==> src/rtl/ro_pkg.sv <==
// rtl/ro_pkg.sv - shared constants and state type for the ring-oscillator frequency path
package ro_pkg;

    localparam int RO_CNT_W_DEF       = 32;
    localparam int RO_SYNC_STAGES_DEF = 2;

    // Measurement state, also decoded by the UART formatter.
    typedef enum logic {
        IDLE  = 1'b0,
        COUNT = 1'b1
    } ro_state_t;

endpackage

==> src/rtl/ro_sync_edge.sv <==
// rtl/ro_sync_edge.sv - ro_in synchronizer chain and rising-edge detector
module ro_sync_edge
    import ro_pkg::*;
#(
    parameter int SYNC_STAGES = RO_SYNC_STAGES_DEF
) (
    input  logic clk,
    input  logic rst,
    input  logic ro_in,
    output logic edge_pulse
);

    logic [SYNC_STAGES-1:0] sync_q;
    logic                   prev_q;

    // Shift the asynchronous input through the synchronizer, then keep one older sample.
    always_ff @(posedge clk) begin
        if (rst) begin
            sync_q <= '0;
            prev_q <= 1'b0;
        end else begin
            sync_q <= {sync_q[SYNC_STAGES-2:0], ro_in};
            prev_q <= sync_q[SYNC_STAGES-1];
        end
    end

    // One pulse per oscillator period: synchronized value high, previous sample low.
    always_comb begin
        edge_pulse = sync_q[SYNC_STAGES-1] & ~prev_q;
    end

endmodule

==> src/rtl/ro_edge_counter.sv <==
// rtl/ro_edge_counter.sv - gated edge counter with latched valid/ready result (COUNT_SAT_EN selects saturation)
module ro_edge_counter
    import ro_pkg::*;
#(
    parameter int CNT_W       = RO_CNT_W_DEF,
    parameter int SYNC_STAGES = RO_SYNC_STAGES_DEF
) (
    input  logic             clk,
    input  logic             rst,
    input  logic             en,
    input  logic             ro_in,
    input  logic             window_done,
    output logic [CNT_W-1:0] count_data,
    output logic             count_ovf,
    output logic             count_valid,
    input  logic             count_ready,
    output logic             drop
);

    localparam logic [CNT_W-1:0] CNT_ONE = {{(CNT_W-1){1'b0}}, 1'b1};
    localparam logic [CNT_W-1:0] CNT_MAX = '1;

    ro_state_t        state_q;
    ro_state_t        state_d;
    logic             count_active;
    logic             edge_pulse;
    logic [CNT_W-1:0] cnt_q;
    logic [CNT_W-1:0] cnt_next;
    logic             ovf_q;
    logic             ovf_next;
    logic             latch;

    ro_sync_edge #(
        .SYNC_STAGES (SYNC_STAGES)
    ) u_sync_edge (
        .clk        (clk),
        .rst        (rst),
        .ro_in      (ro_in),
        .edge_pulse (edge_pulse)
    );

    // State register.
    always_ff @(posedge clk) begin
        if (rst) begin
            state_q <= IDLE;
        end else begin
            state_q <= state_d;
        end
    end

    // Next state follows the enable directly.
    always_comb begin
        state_d = state_q;
        case (state_q)
            IDLE:    if (en)  state_d = COUNT;
            COUNT:   if (!en) state_d = IDLE;
            default: state_d = IDLE;
        endcase
    end

    // State decode: counting and window latching happen only in COUNT.
    always_comb begin
        count_active = (state_q == COUNT);
    end

    // Count including this cycle's edge; this is also the value latched on window_done.
`ifdef COUNT_SAT_EN
    always_comb begin
        cnt_next = cnt_q;
        ovf_next = ovf_q;
        if (edge_pulse) begin
            if (cnt_q == CNT_MAX) begin
                ovf_next = 1'b1;
            end else begin
                cnt_next = cnt_q + CNT_ONE;
            end
        end
    end
`else
    always_comb begin
        cnt_next = cnt_q;
        ovf_next = ovf_q;
        if (edge_pulse) begin
            cnt_next = cnt_q + CNT_ONE;
            if (cnt_q == CNT_MAX) begin
                ovf_next = 1'b1;
            end
        end
    end
`endif

    // The edge coincident with window_done closes into the current result.
    always_comb begin
        latch = count_active && window_done;
    end

    // Counter and sticky overflow; cleared when idle, on disable and at each window boundary.
    always_ff @(posedge clk) begin
        if (rst) begin
            cnt_q <= '0;
            ovf_q <= 1'b0;
        end else if (!en || !count_active || window_done) begin
            cnt_q <= '0;
            ovf_q <= 1'b0;
        end else begin
            cnt_q <= cnt_next;
            ovf_q <= ovf_next;
        end
    end

    // Result register: a new latch always wins; drop flags an unaccepted result being replaced.
    always_ff @(posedge clk) begin
        if (rst) begin
            count_data  <= '0;
            count_ovf   <= 1'b0;
            count_valid <= 1'b0;
            drop        <= 1'b0;
        end else begin
            drop <= latch && count_valid && !count_ready;
            if (latch) begin
                count_data  <= cnt_next;
                count_ovf   <= ovf_next;
                count_valid <= 1'b1;
            end else if (count_valid && count_ready) begin
                count_valid <= 1'b0;
            end
        end
    end

endmodule

==> config.mk <==
export PLATFORM = sky130hd
export DESIGN_NAME = ro_edge_counter
export DESIGN_NICKNAME = d
export VERILOG_FILES = /design/src/rtl/ro_pkg.sv /design/src/rtl/ro_sync_edge.sv /design/src/rtl/ro_edge_counter.sv
export SDC_FILE = /design/constraint.sdc
export NUM_CORES = 1
export LEC_CHECK = 0
export CAP_MARGIN = 20
export CORE_MARGIN = 2
export CORE_UTILIZATION = 40
export CTS_CLUSTER_DIAMETER = 100
export DETAILED_ROUTE_END_ITERATION = 8
export GPL_TIMING_DRIVEN = 0
export PLACE_DENSITY = 0.66
export SLEW_MARGIN = 0
export SYNTH_ARGS = -nofsm -noshare
export SYNTH_HDL_FRONTEND = slang
export SYNTH_HIERARCHICAL = 1
export SYNTH_SLANG_ARGS = --single-unit
==> constraint.sdc <==
create_clock -name clk -period 1.8 [get_ports clk]
set_input_delay 0.36 -clock clk [delete_from_list [all_inputs] [get_ports clk]]
set_output_delay 0.36 -clock clk [all_outputs]
set_load 0.02 [all_outputs]
* Yosys cells after proc, flatten, opt, wreduce, memory -nomap -nowiden
Index checks and enable logic that the tools add are counted.
** Storage, ports and cells
- Output and inout port bits :: 35
- Logic and storage cells :: 30
- Input bits :: 6
- Register bits after elaboration :: 72
** Operators by class
- Muxes and demuxes :: 6
- Eq/ne operators :: 1
- $add $sub $neg :: 1
- Bitwise operators :: 2
- Reductions and logical operators :: 11
** Operators by type and width (count)
- 32-bit by 1-bit adder with 32-bit output, second input constant :: 1
- 32-bit equality test, second input constant :: 1
- 32-bit 2-to-1 mux :: 1
- 1-bit 2-to-1 mux :: 5
- 1-bit logical AND :: 4
- 1-bit logical NOT :: 3
- 1-bit logical OR :: 2
- 2-bit nonzero test :: 1
- 2-bit OR reduction :: 1
- 1-bit bitwise AND :: 1
- 1-bit NOT :: 1

* Depth between registers and ports, before layout
- Word-level depth :: 4
- Mapped depth :: 7
- Gate-level depth less buffers :: 5

* Hierarchy
The synthesis kept the hierarchy.
** Modules (own cells, without submodules)
- ro_edge_counter :: instances 1, area each 2806.4 sq um, sequential area each 1381.3 sq um, cells each 308
- ro_sync_edge :: instances 1, area each 87.6 sq um, sequential area each 60.1 sq um, cells each 7

* Worst setup path after synthesis
Ideal clock, no wire load.
- Path kind :: register to register
- Start point :: reg cnt_q[9]
- End point :: reg count_data[25]
- Setup time :: 91 ps
- Cell stages (with the launch flop) :: 6
- Arrival time :: 1873 ps
- Buffers on the path :: 1
- Slack :: -164 ps
- Clock period less this slack :: 1964 ps
- Required time :: 1709 ps
- Path through :: dfxtp_1 > nand4_2 > or4_4 > buf_6 > or4_4 > a311oi_1
** On the way
- Longest elaborated chain between the ends :: 2
** Ends and longest elaborated chain
- from (decl) :: line ro_edge_counter.sv:27 : logic [CNT_W-1:0] cnt_q;
- from (signal assigned) :: line ro_edge_counter.sv:106 : cnt_q <= cnt_next;
- 32-bit by 1-bit adder with 32-bit output :: line ro_edge_counter.sv:84 : cnt_next = cnt_q + CNT_ONE;
- 32-bit 2-to-1 mux :: line ro_edge_counter.sv:83 : if (edge_pulse) begin
- to (signal assigned) :: line ro_edge_counter.sv:121 : count_data <= cnt_next;
- to (decl) :: line ro_edge_counter.sv:13 : output logic [CNT_W-1:0] count_data,
No other way between the ends.
A chain may end at the register's enable or synchronous reset.

* Worst setup path in the final report
- Start point :: reg cnt_q[17]
- End point :: reg count_data[30]
Same word-level chain as after synthesis.

==> run summary <==
Tot Pwr - 3.18 mW
Min Tclk post-route - 2030 ps
Root Driver - clkbuf_8
Final nets - 412
Multi-input logic area - 1670 µm²
Final worst-path cycle share - 113%
Pins over their slew limit - 0
P_leak - 1.42 nW
FF-to-FF Start - cnt_q[17]
Syn_nets - 322
Min-Delay Startpoint - u_sync_edge/sync_q[0]
Vias per inst - 5.54
Inserted Clock Buffers - 9
Worst r2r path cells - 4
DR iter-0 viols - 168
CORE AREA - 7140 µm²
Worst path arrival time - 2290 ps
CP required - 2050 ps
CTS max path bufs - 2
Crit. End Element - register
Sequential area share after synthesis - 49.8%
Distinct cell type count after synthesis - 36
First-pass GRT wire length - 12.2 mm
Wire per inst - 15.9 µm
Worst-skew pair later-pin latency - 340 ps
CTS H-tree depth - 3
Final non-filler cell area - 4350 µm²
Fillers - 620
MaxCap Viol Count - 0
Via count - 2821
DRC violations left - 0
Antenna Nets Post-Route - 0
Most frequent cells in the layout - 53 x dfxtp_1, 49 x nor2_1, 40 x clkdlybuf4s50_1
Utilization after layout - 61.0%
Register bit total from synthesis - 72
Relative slew margins - 59.1%
Final hold viol count - 0
TritonCTS clock tree - yes
Worst R2R Setup Slack - -230 ps
Clock sink count - 72
Vias in the first global route - 2526
Global route total overflow - 0
Syn Inst Count - 315
CP Max Fanout - 7
I/O pin total - 41
Synth warn - 6
Hold Crit Depth - 1
FMAX - 0.492 GHz
Area grow syn2layout - 50.3%
Placed cell areas - 3480 µm²
Fraction of layout cells with a size suffix above 1 - 36.8%
DRT Pass-1 Iters - 4
Post-synth top area cell - dfxtp_1
Run status - finished, violations left
Power per standard cell area - 731 nW/µm²
Die width - 89.1 µm
Register area - 1480 µm²
Rows - 31
Hold Path Class - register to register
Die height - 89.1 µm
Post-synth top area share - 49.8%
DRT Wirelength - 8.10 mm
Initial Utilization - 40.6%
Reg2reg end - count_data[30]
Hpwl dp - 4.91 mm
Least-Margin Pin Slew - 614 ps
Failing checks - negative setup slack
Syn Area/Cell - 9.19 µm²
Final setup viols - 24
RSZ-0062 raised after global routing - yes
Initial antenna violation count - 0
Setup ws final - -234 ps
Most common cell after layout, fill and taps aside - dfxtp_1
Die area - 7930 µm²
Syn Std Cell Area - 2890 µm²
CP Launch Type - register
Gp weighted congestion - 0.850
Main area contributors after synthesis - dfxtp_1 50%, nor2_1 6.4%, a311oi_1 5.4%, a211oi_1 3.9%, nand4_1 3.5%
Clock skew - 12.8 ps
Largest net degree at the start of global routing - 12
Hold endpoint - u_sync_edge/sync_q[1]
Antenna diode count - 0
Clk slew on worst S/H paths - 80 ps
Kind of critical path - register to register
# port buffers - 40
GRT Total Usage - 20.0%
Worst VDD drop - 372 µV
Setup_tns - -2380 ps
==> cell type report <==
class / count / area share [%]
Inverter: 4 / 0.345
Clock buffer: 13 / 3.65
Multi-Input combinational cell: 216 / 38.3
Buffer: 20 / 3.08
Sequential cell: 72 / 34.1
Tap cell: 99 / 2.85
Clock inverter: 3 / 0.920
Timing Repair Buffer: 82 / 16.7
==> sequential cells by signal (all words and copies together) (netlist names) <==
signal and count:
count_ovf 1, cnt_q 32, count_data 32, ovf_q 1, drop 1, count_active 1, u_sync_edge/sync_q 2, u_sync_edge/prev_q 1
count_valid 1
==> cell usage after synthesis, drive strengths merged <==
master / count
a211oi: 15
a21oi: 19
a311oi: 18
and2: 3
and3: 2
and4: 6
buf: 7
clkbuf: 16
dfxtp: 72
ha: 1
inv: 4
mux2i: 1
nand2: 14
nand2b: 1
nand3: 9
nand3b: 1
nand4: 17
nor2: 49
nor2b: 5
nor3: 1
nor4: 1
o21ai: 8
o31ai: 8
o41a: 1
o41ai: 2
or3: 7
or4: 13
or4b: 1
xnor2: 4
xor2: 9
==> worst max-delay path: stages, from the launching register on <==
cell and delay, ps:
dfxtp_4 380, nand4_1 150, or4_4 620, or4b_4 520
a311oi_2 270
==> power breakdown <==
part | switching [mW] | internal (mW) | leakage [nW]
logic | 0.135 | 0.117 | 0.722
registers | 0.0204 | 1.62 | 0.596
clock network | 0.573 | 0.713 | 0.103
total | 0.728 | 2.45 | 1.42
==> kinds of logic (layout without fill, tap and decap cells) <==
family,Yosys count,count (layout),share of synthesized area (%)
multiplexers,1,1,0.346
AO/OA/AOI/OAI,71,71,17.1
buffers and inverters,27,122,3.93
flip-flops,72,72,49.8
XOR/XNOR,13,13,3.93
adder cells (fa/ha/maj),1,1,0.432
AND/OR/NAND/NOR,130,130,24.5
==> worst max-delay path by stage <==
stage                     startpoint        endpoint  slack [ps]  depth (start not counted)
after floorplan            cnt_q[11]  count_data[23]         -70                          5
after global placement           rst       cnt_q[22]        -560                          6
after detailed placement         rst       cnt_q[18]        -620                          6
after CTS                  cnt_q[17]  count_data[23]        -210                          5
after global routing       cnt_q[14]  count_data[30]        -290                          4
final                      cnt_q[17]  count_data[30]        -230                          4
==> per-stage QoR <==
step | cells | worst slack [ps] | hold WS, ps
3_3_place_gp | 454 | -558 | 420
2_1_floorplan | 315 | -65.9 | 414
6_report | 509 | -234 | 444
5_1_grt | 509 | -287 | 464
3_5_place_dp | 454 | -616 | 434
4_1_cts | 491 | -208 | 446
==> per-layer routing <==
layer | track usage, % | routed length [µm]
met1 | 26.5 | 3640
met2 | 32.3 | 4050
met3 | 2.95 | 270
met4 | 9.36 | 140
met5 | 0 | 0
==> repair_timing <==
action / in CTS / in global routing
gates cloned: 2 / 0
setup endpoints to repair: 64 / 56
pin swaps: 21 / 27
hold buffers: 0 / 0
resized for setup: 44 / 58
buffers inserted: 21 / 20
Note: power is estimated with default switching activity, not from simulation.
